`src/rtl/mac_pkg.sv`:
```
// Shared definitions for the MAC processing-element row and its result drain.
//   ACC_W / OUT_W : PE accumulator width and writeback word width (both signed).
//   state_e       : drain controller states.
//   sat_acc()     : signed clamp of an ACC_W accumulator to OUT_W, with a saturation flag.
package mac_pkg;

  localparam int unsigned ACC_W = 33;
  localparam int unsigned OUT_W = 32;

  typedef enum logic {
    IDLE,
    DRAIN
  } state_e;

  typedef struct packed {
    logic [OUT_W-1:0] value;
    logic             sat;
  } sat_res_t;

  // The value fits when every bit from the OUT_W sign bit upward matches the accumulator sign.
  function automatic sat_res_t sat_acc(input logic [ACC_W-1:0] v);
    sat_res_t                 res;
    logic     [ACC_W-OUT_W:0] top;
    top = v[ACC_W-1:OUT_W-1];
    if ((top == '0) || (top == '1)) begin
      res.value = v[OUT_W-1:0];
      res.sat   = 1'b0;
    end else if (v[ACC_W-1]) begin
      res.value = {1'b1, {(OUT_W-1){1'b0}}};
      res.sat   = 1'b1;
    end else begin
      res.value = {1'b0, {(OUT_W-1){1'b1}}};
      res.sat   = 1'b1;
    end
    return res;
  endfunction

endpackage

```
`src/rtl/acc_saturate.sv`:
```
// Combinational signed clamp from an ACC_W accumulator value to an OUT_W word.
// Ports:
//   acc  : signed accumulator value
//   data : clamped value (MAX/MIN on overflow, low OUT_W bits otherwise)
//   sat  : high when clamping occurred
module acc_saturate #(
  parameter int unsigned ACC_W = mac_pkg::ACC_W,
  parameter int unsigned OUT_W = mac_pkg::OUT_W
) (
  input  logic [ACC_W-1:0] acc,
  output logic [OUT_W-1:0] data,
  output logic             sat
);

  localparam int unsigned TopW = ACC_W - OUT_W + 1;

  logic [TopW-1:0] top;

  // With OUT_W == ACC_W the top slice is a single bit, so the fits test is always true.
  always_comb begin
    top  = acc[ACC_W-1:OUT_W-1];
    data = acc[OUT_W-1:0];
    sat  = 1'b0;
    if (!((top == '0) || (top == '1))) begin
      sat = 1'b1;
      if (acc[ACC_W-1]) begin
        data = {1'b1, {(OUT_W-1){1'b0}}};
      end else begin
        data = {1'b0, {(OUT_W-1){1'b1}}};
      end
    end
  end

endmodule

```
`src/rtl/mac_result_drain.sv`:
```
// Result drain for the MAC PE row. On an accepted done pulse it snapshots all N accumulators
// into a shadow buffer, pulses pe_clear for one cycle and streams the saturated words out over
// a valid/ready interface, one per handshake, in PE index order.
// Ports:
//   clk, rst_n        : clock, synchronous active-low reset
//   done              : tile complete pulse
//   acc_flat          : N packed signed accumulators, PE k at [k*ACC_W +: ACC_W]
//   pe_clear          : one-cycle clear to the PEs after each capture
//   m_valid / m_ready : output handshake
//   m_data, m_idx     : saturated word and its PE index
//   m_last, m_sat     : final word of tile, word was clamped
//   busy              : draining
//   drop_err          : sticky, a done pulse arrived while the buffer was still in use
module mac_result_drain #(
  parameter int unsigned N     = 4,
  parameter int unsigned ACC_W = mac_pkg::ACC_W,
  parameter int unsigned OUT_W = mac_pkg::OUT_W,
  parameter int unsigned IDX_W = $clog2(N)
) (
  input  logic               clk,
  input  logic               rst_n,
  input  logic               done,
  input  logic [N*ACC_W-1:0] acc_flat,
  output logic               pe_clear,
  output logic               m_valid,
  input  logic               m_ready,
  output logic [OUT_W-1:0]   m_data,
  output logic [IDX_W-1:0]   m_idx,
  output logic               m_last,
  output logic               m_sat,
  output logic               busy,
  output logic               drop_err
);

  localparam logic [IDX_W-1:0] LastIdx = IDX_W'(N - 1);

  mac_pkg::state_e  state_q;
  logic [IDX_W-1:0] idx_q;
  logic [ACC_W-1:0] buf_q [N];
  logic             pe_clear_q;
  logic             drop_err_q;

  logic             draining;
  logic             last;
  logic             xfer;
  logic             accept;
  logic [ACC_W-1:0] rd_word;

  assign draining = (state_q == mac_pkg::DRAIN);
  assign last     = (idx_q == LastIdx);
  assign xfer     = draining & m_ready;
  // A new tile may land on the cycle the final word leaves, keeping the stream gapless.
  assign accept   = done & (!draining | (m_ready & last));
  assign rd_word  = buf_q[idx_q];

  always_ff @(posedge clk) begin
    if (!rst_n) begin
      state_q    <= mac_pkg::IDLE;
      idx_q      <= '0;
      pe_clear_q <= 1'b0;
      drop_err_q <= 1'b0;
      for (int k = 0; k < N; k++) begin
        buf_q[k] <= '0;
      end
    end else begin
      pe_clear_q <= accept;
      if (done && !accept) begin
        drop_err_q <= 1'b1;
      end
      if (accept) begin
        for (int k = 0; k < N; k++) begin
          buf_q[k] <= acc_flat[k*ACC_W +: ACC_W];
        end
        idx_q   <= '0;
        state_q <= mac_pkg::DRAIN;
      end else if (xfer) begin
        if (last) begin
          state_q <= mac_pkg::IDLE;
        end else begin
          idx_q <= idx_q + IDX_W'(1);
        end
      end
    end
  end

  acc_saturate #(
    .ACC_W (ACC_W),
    .OUT_W (OUT_W)
  ) u_sat (
    .acc  (rd_word),
    .data (m_data),
    .sat  (m_sat)
  );

  assign m_valid  = draining;
  assign busy     = draining;
  assign m_idx    = idx_q;
  assign m_last   = last;
  assign pe_clear = pe_clear_q;
  assign drop_err = drop_err_q;

endmodule

```
`config.mk`:
```
export PLATFORM = sky130hd
export DESIGN_NAME = mac_result_drain
export DESIGN_NICKNAME = d
export VERILOG_FILES = /design/src/rtl/mac_pkg.sv /design/src/rtl/acc_saturate.sv /design/src/rtl/mac_result_drain.sv
export SDC_FILE = /design/constraint.sdc
export NUM_CORES = 1
export LEC_CHECK = 0
export ABC_AREA = 1
export CELL_PAD_IN_SITES_DETAIL_PLACEMENT = 0
export CELL_PAD_IN_SITES_GLOBAL_PLACEMENT = 2
export CORE_UTILIZATION = 38
export CTS_CLUSTER_DIAMETER = 40
export DETAILED_ROUTE_END_ITERATION = 7
export DONT_BUFFER_PORTS = 1
export PLACE_DENSITY = 0.89
export SYNTH_ARGS = -nofsm -noshare
export SYNTH_HDL_FRONTEND = slang
export SYNTH_HIERARCHICAL = 1
export SYNTH_SLANG_ARGS = --single-unit
```
`constraint.sdc`:
```
create_clock -name clk -period 6.5 [get_ports clk]
set_clock_uncertainty 0.05 [all_clocks]
set_input_delay 1.3 -clock clk [delete_from_list [all_inputs] [get_ports clk]]
set_output_delay 1.3 -clock clk [all_outputs]
set_load 0.01 [all_outputs]
```
==> Word-level counts from Yosys, hierarchy flattened <==
Memory sizes are Yosys's and may differ from the RTL's. A register that Yosys moved wholly into a read port is not among the register bits.
Index checks and enable logic that the tools add are counted.
{ "totals": {"mem_bits_rw": 132, "out_inout_bits": 40, "memories": 1, "register_bits": 5, "elab_cells": 44, "in_bits": 136} }
{ "memory_table": {"columns": ["memory", "depth", "word_bits", "read_ports", "rd_ports_with_merged_regs", "wr", "line", "text"], "rows": [
  ["buf_q", 4, 33, 1, 1, 4, "mac_result_drain.sv:39", "logic [ACC_W-1:0] buf_q [N];"]
]} }
{ "op_classes": {"n_reduce_logical": 10, "add_sub_neg": 1, "eq_ne": 2, "bitwise_logic": 10, "n_mux": 16} }
{ "op_table": {"columns": ["op", "count"], "rows": [
  ["33-bit two-way mux", 4],
  ["32-bit two-way mux", 2],
  ["1-bit two-way mux", 8],
  ["1-bit OR", 5],
  ["2-bit equality test (second input constant)", 2],
  ["2-bit two-way mux", 2],
  ["2-bit AND reduction", 2],
  ["2-bit nonzero test", 2],
  ["1-bit bitwise AND", 3],
  ["2-bit by 1-bit adder with 2-bit output (second input constant)", 1],
  ["1-bit zero test", 2],
  ["2-bit zero test", 1],
  ["1-bit NOT", 2],
  ["2-bit OR reduction", 1],
  ["1-bit logical AND", 1],
  ["1-bit logical OR", 1]
]} }

==> Depth between registers and ports, before layout <==
{ "depth": {"ltp_word": 8, "mapped_depth": 11, "depth_no_buf": 8} }

==> By module <==
Netlist, hierarchy kept.
{ "by_module_without_submodules": {"columns": ["module", "cells_per_inst", "area_each_um2", "seq_area_each_um2", "instances"], "rows": [
  ["mac_result_drain", 697, 6691.4, 4103.9, 1],
  ["acc_saturate", 77, 575.6, 0.0, 1]
]} }

==> Worst setup path before layout <==
OpenSTA, ideal clock, no wires.
{ "synth_timing": {"path_kind": "input-to-reg", "start": "in m_ready", "end": "mem buf_q[0][0] (enable)", "arrival_time_ns": 4.385, "t_required_ns": 5.952, "stages": 4, "path_buffers": 0, "setup_ns": 0.498, "slack_ns": 1.567, "path_cell_list": "nand2_1 > nand2_2 > nand2_1 > nand2_1"} }
{ "synth_lines": {"columns": ["item", "line", "text"], "rows": [
  ["start: declaration", "mac_result_drain.sv:26", "input logic m_ready,"],
  ["end: declaration", "mac_result_drain.sv:39", null]
]} }

==> metrics.txt <==
post-layout instance count excluding filler cells 1000; Inst Count DP between 900 and 1000; startpoint types flop; Clock Pin Slew Worst Setup and Hold Paths approximately 0.06 ns; area of the die 19700 um^2; status finished, final reports clean; Max clock buf depth 2; Internal Power about 1700 uW; DR DRC count 0; clock root cell clkbuf_16; Synth warnings 6; EDFF count, synth 132; post-synthesis sequential area ratio 0.565; port bufs 0; Unique masters post-synth 24; most common cell after layout, fill and taps aside inv_1; Adder-Cell Fraction of Synth Area 0.00517; main combinational cell family by area after synthesis simple AND/OR/NAND/NOR gates; syn nets just over 900; final core occ 0.419; # fillers roughly 1900; Comb power frac 0.124; vias in the first global route about 4200; worst-margin pin slew between 0.8 and 0.9 ns; Crit. End Element primary output; Sw Ratio 0.265; period utilization 0.652; synthesized area between 7000 and 8000 um^2; xor/xnor share of the synthesized area 0; mux cell area share after synthesis 0; worst vdd ir roughly 180 uV; gpl congestion ~0.69; WP data arrival between 2 and 3 ns; row cnt 50; Detail Placement HPWL around 9000 um; clk_lat worst skew between 0.4 and 0.5 ns; fin crit period approximately 4.2 ns; clock share of power 0.397; post-synthesis compound-gate area fraction 0.119; Flop pwr share 0.479; Final ANT Viol Nets 0; Synth Instances 774; CP max FO 66; Mean Syn Cell Area approximately 9.4 um^2; footprint of the multi-input gates between 2000 and 2500 um^2; final slew viol count 0; post-synth top area share 0.545; worst setup path class flop to primary output; ant diodes 0; setup TNS 0 ns; #FFs+latches synth ~140; sw power about 600 uW; Routed WL approximately 14000 um; antenna violations before repair 0; I/O pins between 150 and 200; Initial Utilization 0.388; most frequent cells in the layout inv_1 (206), edfxtp_1 (132), nand2_1 (95); RSZ-0062 raised after global routing no; Pwr Total around 2300 uW; async set or reset register ratio after synthesis 0; Avg WL per Cell between 10 and 15 um; CTS tree built; Sequential Area 4110 um^2; ys flop type edfxtp_1; die height ~140 um; worst hold path class flop to flop; leakage power 0.00347 uW; Core Region roughly 19000 um^2; aggregate global-route resource usage 0.146; Post-Synth Simple-Gate Area 0.156; Layout area overhead 7.97%; first-pass GRT wire length between 20000 and 25000 um; CTS Buf Count 17; Overflow after GRT 0; DR vias/cell roughly 4.6; max cap viols 0; share of cells above drive strength 1 0.201; relative slew slack 0.417; Clock H-tree levels 4; Worst EP required 5.15 ns; Layout Nets between 800 and 900; largest net degree at the start of global routing 70; pre-CTS setup slack approximately 2.7 ns; hold_buf cts 0; drt initial violations approximately 200; Area contributors post-synth edfxtp_1 (55%), inv_1 (11%), nor2_2 (5.9%); clk sinks about 140; Final Setup Violations 0; CTS resizes 0; DR vias between 4000 and 5000; area leader, netlist edfxtp_1; die width ~140 um; final worst slack 2.26 ns; Final Hold Fails 0; postcts setup bufs 0; power per cell area around 290 nW/um^2; first-pass iteration count of the detailed router 4; Max Fclk roughly 0.24 GHz
[synthesized netlist by cell type (8+ instances only)]
library cell	count
inv_1	206
edfxtp_1	132
nand2_1	97
nor2_2	69
nor2_1	65
a21oi_1	36
o211ai_1	33
o21ai_2	31
o21ai_0	22
buf_2	17
buf_6	15
o21ai_1	11
nand2_2	9
clkbuf_1	8
[cell type report]
type | instances | share of cell area
well taps | 234 | 0.0373
clock buffers | 17 | 0.0542
clock inverters | 15 | 0.0161
repair buffers | 7 | 0.00670
inverters | 206 | 0.0985
flip-flops and latches | 139 | 0.524
multi-input cells | 382 | 0.263
[critical path, stage by stage, from the launching register on]
cell      delay (ns)
dfxtp_2         0.31
buf_4           0.57
o211ai_1        0.18
nand2_1         0.13
inv_1           0.07
ha_4            0.85
nand2_1         0.17
o21ai_2         0.13
[state kept, by name, summed over array words and instances, names as in the netlist, named ones only]
| signal | cells |
|---|---|
| pe_clear | 1 |
| m_idx | 2 |
| busy | 1 |
| drop_err | 1 |
| buf_q | 132 |
[power groups by stage]
stage          Clock, uW  Combinational, uW  Sequential (uW)
3_5_place_dp           0                287             1100
5_1_grt              957                317             1090
4_1_cts              917                288             1080
6_report             896                281             1080
3_3_place_gp           0                282             1100
2_1_floorplan          0                270             1100
[metal layers]
layer,wire [um],share of wire,track usage
met2,6360,0.46,0.229
met3,663,0.048,0.0431
met5,0,0,0
met4,227,0.017,0.0625
met1,6500,0.47,0.189
[kinds of logic after synthesis]
kind of cell	count (synthesis)
and+or+nand+nor	246
DFF	139
AOI/OAI and AO/OA	133
buffers and inverters	253
adders and majority gates	3
[final timing paths]
path                  from      endpoint  slack (ns)  cells past startpoint
setup / recovery      flop     m_data[9]        2.26                      7
hold / removal    drop_err      drop_err        0.45                      2
setup reg to reg  m_idx[0]  buf_q[1][28]        3.69                      6
hold reg to reg   drop_err      drop_err        0.45                      2
[per-stage QoR]
| step | hold slack (ns) | cell area (um^2) |
|---|---|---|
| floorplan | 0.422 | 7270 |
| global placement | 0.442 | 7290 |
| detailed placement | 0.440 | 7290 |
| CTS | 0.452 | 7850 |
| global route | 0.473 | 7850 |
| finish | 0.452 | 7850 |
Power figures use the tool's default switching activity.
